==> src/rtl/serial_add_pkg.sv <==
// Shared types for the bit-serial adder controller (serial_add_ctrl).
// The optional subtract mode is enabled by defining SERIAL_ADD_SUB_EN.
package serial_add_pkg;

    typedef enum logic [1:0] {
        ST_IDLE = 2'b00,
        ST_RUN  = 2'b01,
        ST_DONE = 2'b10
    } state_e;

    localparam state_e STATE_RESET = ST_IDLE;

endpackage

==> src/rtl/serial_add_bit.sv <==
// One-bit full-adder slice: two half-adder stages joined by an OR of their carries.
module serial_add_bit (
    input  logic a,
    input  logic b,
    input  logic cin,
    output logic s,
    output logic cout
);

    logic p_s;
    logic g1_s;
    logic g2_s;

    // first half adder on the operand bits, second folds in the carry
    always_comb begin
        p_s  = a ^ b;
        g1_s = a & b;
        s    = p_s ^ cin;
        g2_s = p_s & cin;
        cout = g1_s | g2_s;
    end

endmodule

==> src/rtl/serial_add_ctrl.sv <==
// Bit-serial adder controller: one shared adder slice processes WIDTH bits LSB first.
// Defining SERIAL_ADD_SUB_EN adds the sub port and two's-complement subtraction.
module serial_add_ctrl
    import serial_add_pkg::*;
#(
    parameter int WIDTH = 8
) (
    input  logic             clk,
    input  logic             rst_n,
    input  logic             start,
`ifdef SERIAL_ADD_SUB_EN
    input  logic             sub,
`endif
    input  logic [WIDTH-1:0] a,
    input  logic [WIDTH-1:0] b,
    output logic             busy,
    output logic             done,
    output logic [WIDTH-1:0] sum,
    output logic             carry_out
);

    localparam int CNT_W = (WIDTH > 1) ? $clog2(WIDTH) : 1;
    localparam logic [CNT_W-1:0] CNT_LAST = CNT_W'(WIDTH - 1);
    localparam logic [CNT_W-1:0] CNT_ONE  = CNT_W'(1);

    state_e           state_r;
    logic [WIDTH-1:0] a_sh_r;
    logic [WIDTH-1:0] b_sh_r;
    logic             carry_r;
    logic [CNT_W-1:0] cnt_r;

    logic             sub_s;
    logic             bit_s;
    logic             cout_s;
    logic             last_s;
    logic [WIDTH-1:0] sum_next_s;
    logic [WIDTH-1:0] a_next_s;
    logic [WIDTH-1:0] b_next_s;

`ifdef SERIAL_ADD_SUB_EN
    assign sub_s = sub;
`else
    assign sub_s = 1'b0;
`endif

    serial_add_bit u_bit (
        .a    (a_sh_r[0]),
        .b    (b_sh_r[0]),
        .cin  (carry_r),
        .s    (bit_s),
        .cout (cout_s)
    );

    // next values of the shift registers; the new result bit enters at the MSB
    always_comb begin
        a_next_s              = a_sh_r >> 1;
        b_next_s              = b_sh_r >> 1;
        sum_next_s            = sum >> 1;
        sum_next_s[WIDTH-1]   = bit_s;
        last_s                = (cnt_r == CNT_LAST);
    end

    // control FSM, operand/result shifters, bit counter and carry register
    always_ff @(posedge clk or negedge rst_n) begin
        if (!rst_n) begin
            state_r   <= STATE_RESET;
            a_sh_r    <= '0;
            b_sh_r    <= '0;
            carry_r   <= 1'b0;
            cnt_r     <= '0;
            busy      <= 1'b0;
            done      <= 1'b0;
            sum       <= '0;
            carry_out <= 1'b0;
        end else begin
            case (state_r)
                ST_IDLE: begin
                    if (start) begin
                        // subtraction is a + ~b + 1: invert b and seed the carry
                        a_sh_r  <= a;
                        b_sh_r  <= sub_s ? ~b : b;
                        carry_r <= sub_s;
                        cnt_r   <= '0;
                        busy    <= 1'b1;
                        state_r <= ST_RUN;
                    end
                end
                ST_RUN: begin
                    a_sh_r  <= a_next_s;
                    b_sh_r  <= b_next_s;
                    sum     <= sum_next_s;
                    carry_r <= cout_s;
                    cnt_r   <= cnt_r + CNT_ONE;
                    if (last_s) begin
                        carry_out <= cout_s;
                        busy      <= 1'b0;
                        done      <= 1'b1;
                        state_r   <= ST_DONE;
                    end
                end
                ST_DONE: begin
                    done    <= 1'b0;
                    state_r <= ST_IDLE;
                end
                default: begin
                    busy    <= 1'b0;
                    done    <= 1'b0;
                    state_r <= STATE_RESET;
                end
            endcase
        end
    end

endmodule

==> config.mk <==
export PLATFORM = sky130hd
export DESIGN_NAME = serial_add_ctrl
export DESIGN_NICKNAME = d
export VERILOG_FILES = /design/src/rtl/serial_add_pkg.sv /design/src/rtl/serial_add_bit.sv /design/src/rtl/serial_add_ctrl.sv
export SDC_FILE = /design/constraint.sdc
export NUM_CORES = 1
export LEC_CHECK = 0
export CAP_MARGIN = 20
export CORE_ASPECT_RATIO = 1.5
export CORE_MARGIN = 5
export CORE_UTILIZATION = 47
export CTS_BUF_LIST = sky130_fd_sc_hd__clkbuf_8
export CTS_CLUSTER_SIZE = 16
export DETAILED_ROUTE_END_ITERATION = 6
export GPL_TIMING_DRIVEN = 0
export MAX_ROUTING_LAYER = met4
export PLACE_DENSITY = 0.83
export REMOVE_ABC_BUFFERS = 1
export SYNTH_ARGS = -nofsm -noshare
export SYNTH_HDL_FRONTEND = slang
export SYNTH_SLANG_ARGS = --single-unit
==> constraint.sdc <==
create_clock -name clk -period 1.15 [get_ports clk]
set_input_delay 0.115 -clock clk [delete_from_list [all_inputs] [get_ports clk]]
set_output_delay 0.115 -clock clk [all_outputs]
set_load 0.02 [all_outputs]
==> results of run 1 <==
-- per-layer routing --
| layer | routed length [um] | global-route usage, % | vias up |
|---|---|---|---|
| li1 | - | - | 513 |
| met1 | 1630 | 20.8 | 593 |
| met2 | 2210 | 31.9 | 66 |
| met3 | 293 | 7.22 | 20 |
| met4 | 205 | 14.6 | 0 |
| met5 | 0 | - | - |
-- how the worst max path moves through the flow --
stage / slack [ns] / to / cells after the start / startpoint
after floorplan: -0.11 / carry_out / 3 / state_r[1]
after global placement: -0.58 / cnt_r[2] / 1 / rst_n
after detailed placement: -0.44 / a_sh_r[0] / 4 / start
after CTS: -0.11 / carry_out / 5 / cnt_r[1]
after global routing: -0.16 / b_sh_r[0] / 4 / state_r[0]
final: -0.13 / b_sh_r[0] / 4 / state_r[0]
-- sequential cells by signal, indices dropped and copies added (netlist names) --
name / cells
busy: 1
sum: 8
state_r: 2
a_sh_r: 8
done: 1
carry_r: 1
cnt_r: 3
carry_out: 1
b_sh_r: 8
-- layout make-up --
class                           instances  area share (%)
Clock buffer                            5            3.26
Clock inverter                          3           0.534
Inverter                                3           0.772
Multi-Input combinational cell         71            31.4
Sequential cell                        33            39.3
Tap cell                               39            2.31
Timing Repair Buffer                   48            22.4
-- where the power goes --
group,leakage [nW],switching [mW],internal (mW)
Sequential,0.385,0.462,1.72
Clock,0.0519,0.415,0.403
Combinational,0.467,1.38,1.67
-- cells in the final DEF, fill, tap and decap left out, types with 2 or more instances in the layout --
cell	instances
a21oi_1	5
a21oi_2	3
a22o_1	3
buf_12	2
buf_4	14
buf_6	2
clkbuf_8	5
clkdlybuf4s15_1	5
clkdlybuf4s50_1	17
dfrtp_1	31
dfrtp_2	2
dlygate4sd2_1	6
inv_1	4
inv_4	2
mux2_2	4
mux2_4	5
nand2_1	3
nand2b_4	2
nand3b_1	8
nor2_1	6
nor2_2	3
nor2_4	2
o21ai_0	2
o21ba_4	2
o221a_2	8
o22ai_1	4
o22ai_2	2
-- logic make-up after synthesis --
kind of cell	Yosys count	share of synthesized area, %
mux	9	7.25
simple gates	25	9.75
buf+inv	10	5.09
flops	33	56.9
fa+ha+maj	3	3.11
compound gates	33	17.9
-- repair_timing --
item	CTS	global route
pin swaps	6	5
buffers inserted	13	5
gates resized for setup	34	17
setup endpoints to repair	41	35
gates cloned	0	1
==> flow_metrics.tcl, run 1 <==
set metrics [dict create \
    layout-drive-gt1-share_pct 39.3 \
    post-route-util_pct 71.6 \
    setup_violations 25 \
    synth_cell_type_count 27 \
    cts_tree "built" \
    drt_wl_total_um 4340 \
    ys_warn_count 0 \
    arrival_ns 1.46 \
    rr_startpoint "state_r[0]" \
    drt_pass1_iterations 4 \
    min_path_type "in2async" \
    synth_area_leader_cell "dfrtp_1" \
    worstPathCellList "buf_6, nor2_4, nand3b_1, o221a_2" \
    status "complete, but fails checks" \
    worstRegToRegCells 4 \
    slowest_delay_ns 0.49 \
    end_kind "flip-flop" \
    place_ws_ns -0.443 \
    max_slew_margin_pct 46.6 \
    dp_hpwl_um 2340 \
    via_per_inst 5.90 \
    syn_inst 113 \
    rsz0062_at_grt "true" \
    power.density_nw_per_um2 2870 \
    drtAntennaViolNets 0 \
    post-route-cell-area_um2 2110 \
    finalSetupTns_ns -1.72 \
    drc 0 \
    register_area_um2 828 \
    dr_total_vias 1192 \
    start_util_pct 49.3 \
    min_period_over_period_pct 112 \
    portBuffers 29 \
    cp.required_ns 1.33 \
    report.final.slew_viol_count 0 \
    synthFlopType "dfrtp_1" \
    num_rows 24 \
    io_pins 30 \
    grt-ovfl-total 0 \
    synthTopCellsByCount "dfrtp_1 (33), nor2_1 (10)" \
    path_clk_slew_ns 0.07 \
    syn_area_um2 1450 \
    grt_pass1_vias 1264 \
    nNetsFinal 184 \
    cts_buffers 5 \
    max_freq_mhz 780 \
    failed_checks "negative setup slack" \
    antenna_found_initial 0 \
    clockBufferDepth 2 \
    grt_pass1_wl_um 6350 \
    yosys.area.top_type_share_pct 56.9 \
    whs_ns 0.282 \
    ys_ff_latch 33 \
    area_growth_pct 45.4 \
    regToRegSetupSlack_ns -0.13 \
    fin_total_pwr_mw 6.05 \
    wl_per_cell_um 21.5 \
    cp-start-kind "flip-flop" \
    cts_sinks 33 \
    gp_congestion 0.716 \
    synthArstFlopShare_pct 100 \
    clk_latency_ns 0.29 \
    setup_slack_ns -0.133 \
    min_period_ns 1.28 \
    cp_slowest_cell "dfrtp_2" \
    dp_cells 175 \
    ys_seq_area_share_pct 56.9 \
    dieArea_um2 4320 \
    yosys.cell_count.top_type "dfrtp_1" \
    r2r-end "b_sh_r[0]" \
    die_x_um 55.4 \
    cellLeakagePower_nw 0.904 \
    cts_root_buffer "clkbuf_8" \
    fillers 197 \
    grt_util_all_layers_pct 20.3 \
    path_class "reg2reg" \
    critical-path-top-delay-family "flip-flops" \
    dpl_cell_area_um2 1750 \
    htreeDepth 2 \
    avgSynthCellArea_um2 12.8 \
    die_h_um 78.0 \
    initialDrtViolationCount 59 \
    path_max_fanout 8 \
    maxCapViolCount 0 \
    skew_ns 0.0109 \
    multi_input_area_um2 662 \
    hold_buffers 0 \
    fin_cells 202 \
    synth_edf_count 0 \
    grt_max_degree 20 \
    core_area_um2 2940 \
    irDropWorstVdd_mv 1.48 \
    final_hold_viol_count 0 \
    worst_pin_slew_ns 0.799 \
    synth_area_leaders "dfrtp_1 (57%), mux2_2 (6.2%), o221a_2 (6.2%), nand3b_1 (4.1%), buf_6 (3.1%)" \
    cp_num_buf_inv 1 \
    diodes 0 \
]
(Power assumes the default switching activity.)
==> run 2: changes to the inputs <==
--- a/config.mk
+++ b/config.mk
@@ -16,6 +16,7 @@
 export MAX_ROUTING_LAYER = met4
 export PLACE_DENSITY = 0.83
 export REMOVE_ABC_BUFFERS = 1
+export SKIP_LAST_GASP = 1
 export SYNTH_ARGS = -nofsm -noshare
 export SYNTH_HDL_FRONTEND = slang
 export SYNTH_SLANG_ARGS = --single-unit
==> run 2 against run 1 <==
Effect of this change:
- the run still ends with negative setup slack left
- first-iteration DRC count increased by 10%
- design area increased by 0.30%
- worst hold slack improved by 0.0018 ns
- power rose by 0.50%
- non-clock buffer count stayed put
- flip-flop and latch count unchanged
==> flow_metrics.tcl, run 2 (synthesis gave the netlist of run 1 again) <==
set metrics [dict create \
    cp_slowest_cell "dfrtp_2" \
    fin_cells 202 \
    final_common_cell "dfrtp_1" \
    dieArea_um2 4320 \
    grt-ovfl-total 0 \
    path_max_fanout 8 \
    min_period_over_period_pct 113 \
    layout-drive-gt1-share_pct 36.8 \
    cp.required_ns 1.32 \
    drc 0 \
    nNetsFinal 184 \
    use_met1_pct 20.7 \
    top_regs "a_sh_r (8), b_sh_r (8), sum (8)" \
    end_kind "flip-flop" \
    path_clk_slew_ns 0.07 \
    multi_input_area_um2 659 \
    fillers 199 \
    drt_wl_total_um 4370 \
    setup_violations 21 \
    path_class "reg2reg" \
    start_util_pct 49.3 \
    irDropWorstVdd_mv 1.37 \
    worst_pin_slew_ns 0.797 \
    max_freq_mhz 772 \
    setup_slack_ns -0.145 \
    core_area_um2 2940 \
    grt_max_degree 20 \
    area_growth_pct 45.8 \
    min_period_ns 1.30 \
    wl_per_cell_um 21.6 \
    arrival_ns 1.47 \
    register_area_um2 828 \
    layout_common_cells "dfrtp_1 (31), clkdlybuf4s50_1 (17), buf_4 (13), nand3b_1 (8)" \
    cts_tree "built" \
    cts_buffers 5 \
    dr_total_vias 1201 \
    dp_cells 175 \
    power.density_nw_per_um2 2880 \
    grtUsageMet2_pct 32.7 \
    report.final.slew_viol_count 0 \
    worstPathCellList "buf_6, nor2_4, nand3b_1, o221a_2" \
    drt_pass1_iterations 4 \
    diodes 0 \
    cts_sinks 33 \
    clk_latency_ns 0.29 \
    status "complete, but fails checks" \
    maxCapViolCount 0 \
    cellLeakagePower_nw 0.911 \
    via_per_inst 5.95 \
    io_pins 30 \
    min_path_type "in2async" \
    antenna_found_initial 0 \
    final_hold_viol_count 0 \
    num_rows 24 \
    failed_checks "negative setup slack" \
    drtAntennaViolNets 0 \
    grtUsageMet3_pct 7.06 \
    grt_pass1_wl_um 6330 \
    grt_util_all_layers_pct 20.2 \
    gp_congestion 0.716 \
    initialDrtViolationCount 65 \
    fin_total_pwr_mw 6.08 \
    htreeDepth 2 \
    clockBufferDepth 2 \
    grt_pass1_vias 1246 \
    slowest_delay_ns 0.49 \
    rsz0062_at_grt "true" \
    cp-start-kind "flip-flop" \
    dp_hpwl_um 2340 \
    cts_root_buffer "clkbuf_8" \
    grt-busiest-layer "met2" \
    die_x_um 55.4 \
    max_slew_margin_pct 46.7 \
    skew_ns 0.00816 \
    portBuffers 29 \
    die_h_um 78.0 \
]
[run 2: cell type report]
type                       count  share of cell area, %
clock inverter                 3                  0.533
multi-input combinational     71                   31.2
sequential                    33                   39.2
inverter                       3                   1.01
timing repair buffer          48                   22.5
clock buffer                   5                   3.25
tap                           39                   2.31
[run 2: final timing paths]
path                       cells past startpoint        from  slack, ns          to
setup / recovery                               4  state_r[0]      -0.15   b_sh_r[0]
hold / removal                                 1       rst_n       0.28   b_sh_r[6]
setup reg to reg                               4  state_r[0]      -0.15   b_sh_r[0]
hold reg to reg                                1   a_sh_r[7]       0.51   a_sh_r[7]
max in group asynchronous                      2       rst_n       0.28  state_r[0]
min in group clk                               3        b[7]       0.43   b_sh_r[7]
[run 2: report_power, final]
part	internal, mW	switching [mW]	total [mW]
Sequential	1.72	0.472	2.20
Clock	0.403	0.413	0.816
Combinational	1.68	1.39	3.07
[run 2: metal layers]
layer	wire length, um	vias to the layer above
met5	0	-
met4	257	0
met3	245	25
met2	2210	59
met1	1660	598
li1	-	519
[run 2: critical path: cells and delay by family, from the launching register on]
| family | cells | cell delay, ns |
|---|---|---|
| AOI/OAI and AO/OA | 1 | 0.19 |
| buffers and inverters | 1 | 0.16 |
| DFF | 1 | 0.49 |
| and+or+nand+nor | 2 | 0.34 |
[run 2: repair_timing]
action | CTS | global route
endpoints found under the setup margin | 41 | 35
gates cloned | 0 | 1
pin swaps | 6 | 4
hold buffers | 0 | 0
buffers inserted | 13 | 5
gates resized for setup | 32 | 19
[run 2: per-stage QoR]
step | util, % | setup WS, ns | instance area (um^2) | TNS (ns) | hold WS (ns)
4_1_cts | 68.3 | -0.112 | 2010 | -0.655 | 0.307
3_3_place_gp | 58.7 | -0.577 | 1730 | -27.64 | 0.485
6_report | 71.9 | -0.145 | 2110 | -1.79 | 0.284
5_1_grt | 71.9 | -0.174 | 2110 | -2.57 | 0.346
2_1_floorplan | - | -0.107 | 1390 | -0.432 | -0.181
3_5_place_dp | 59.6 | -0.443 | 1750 | -10.62 | 0.490
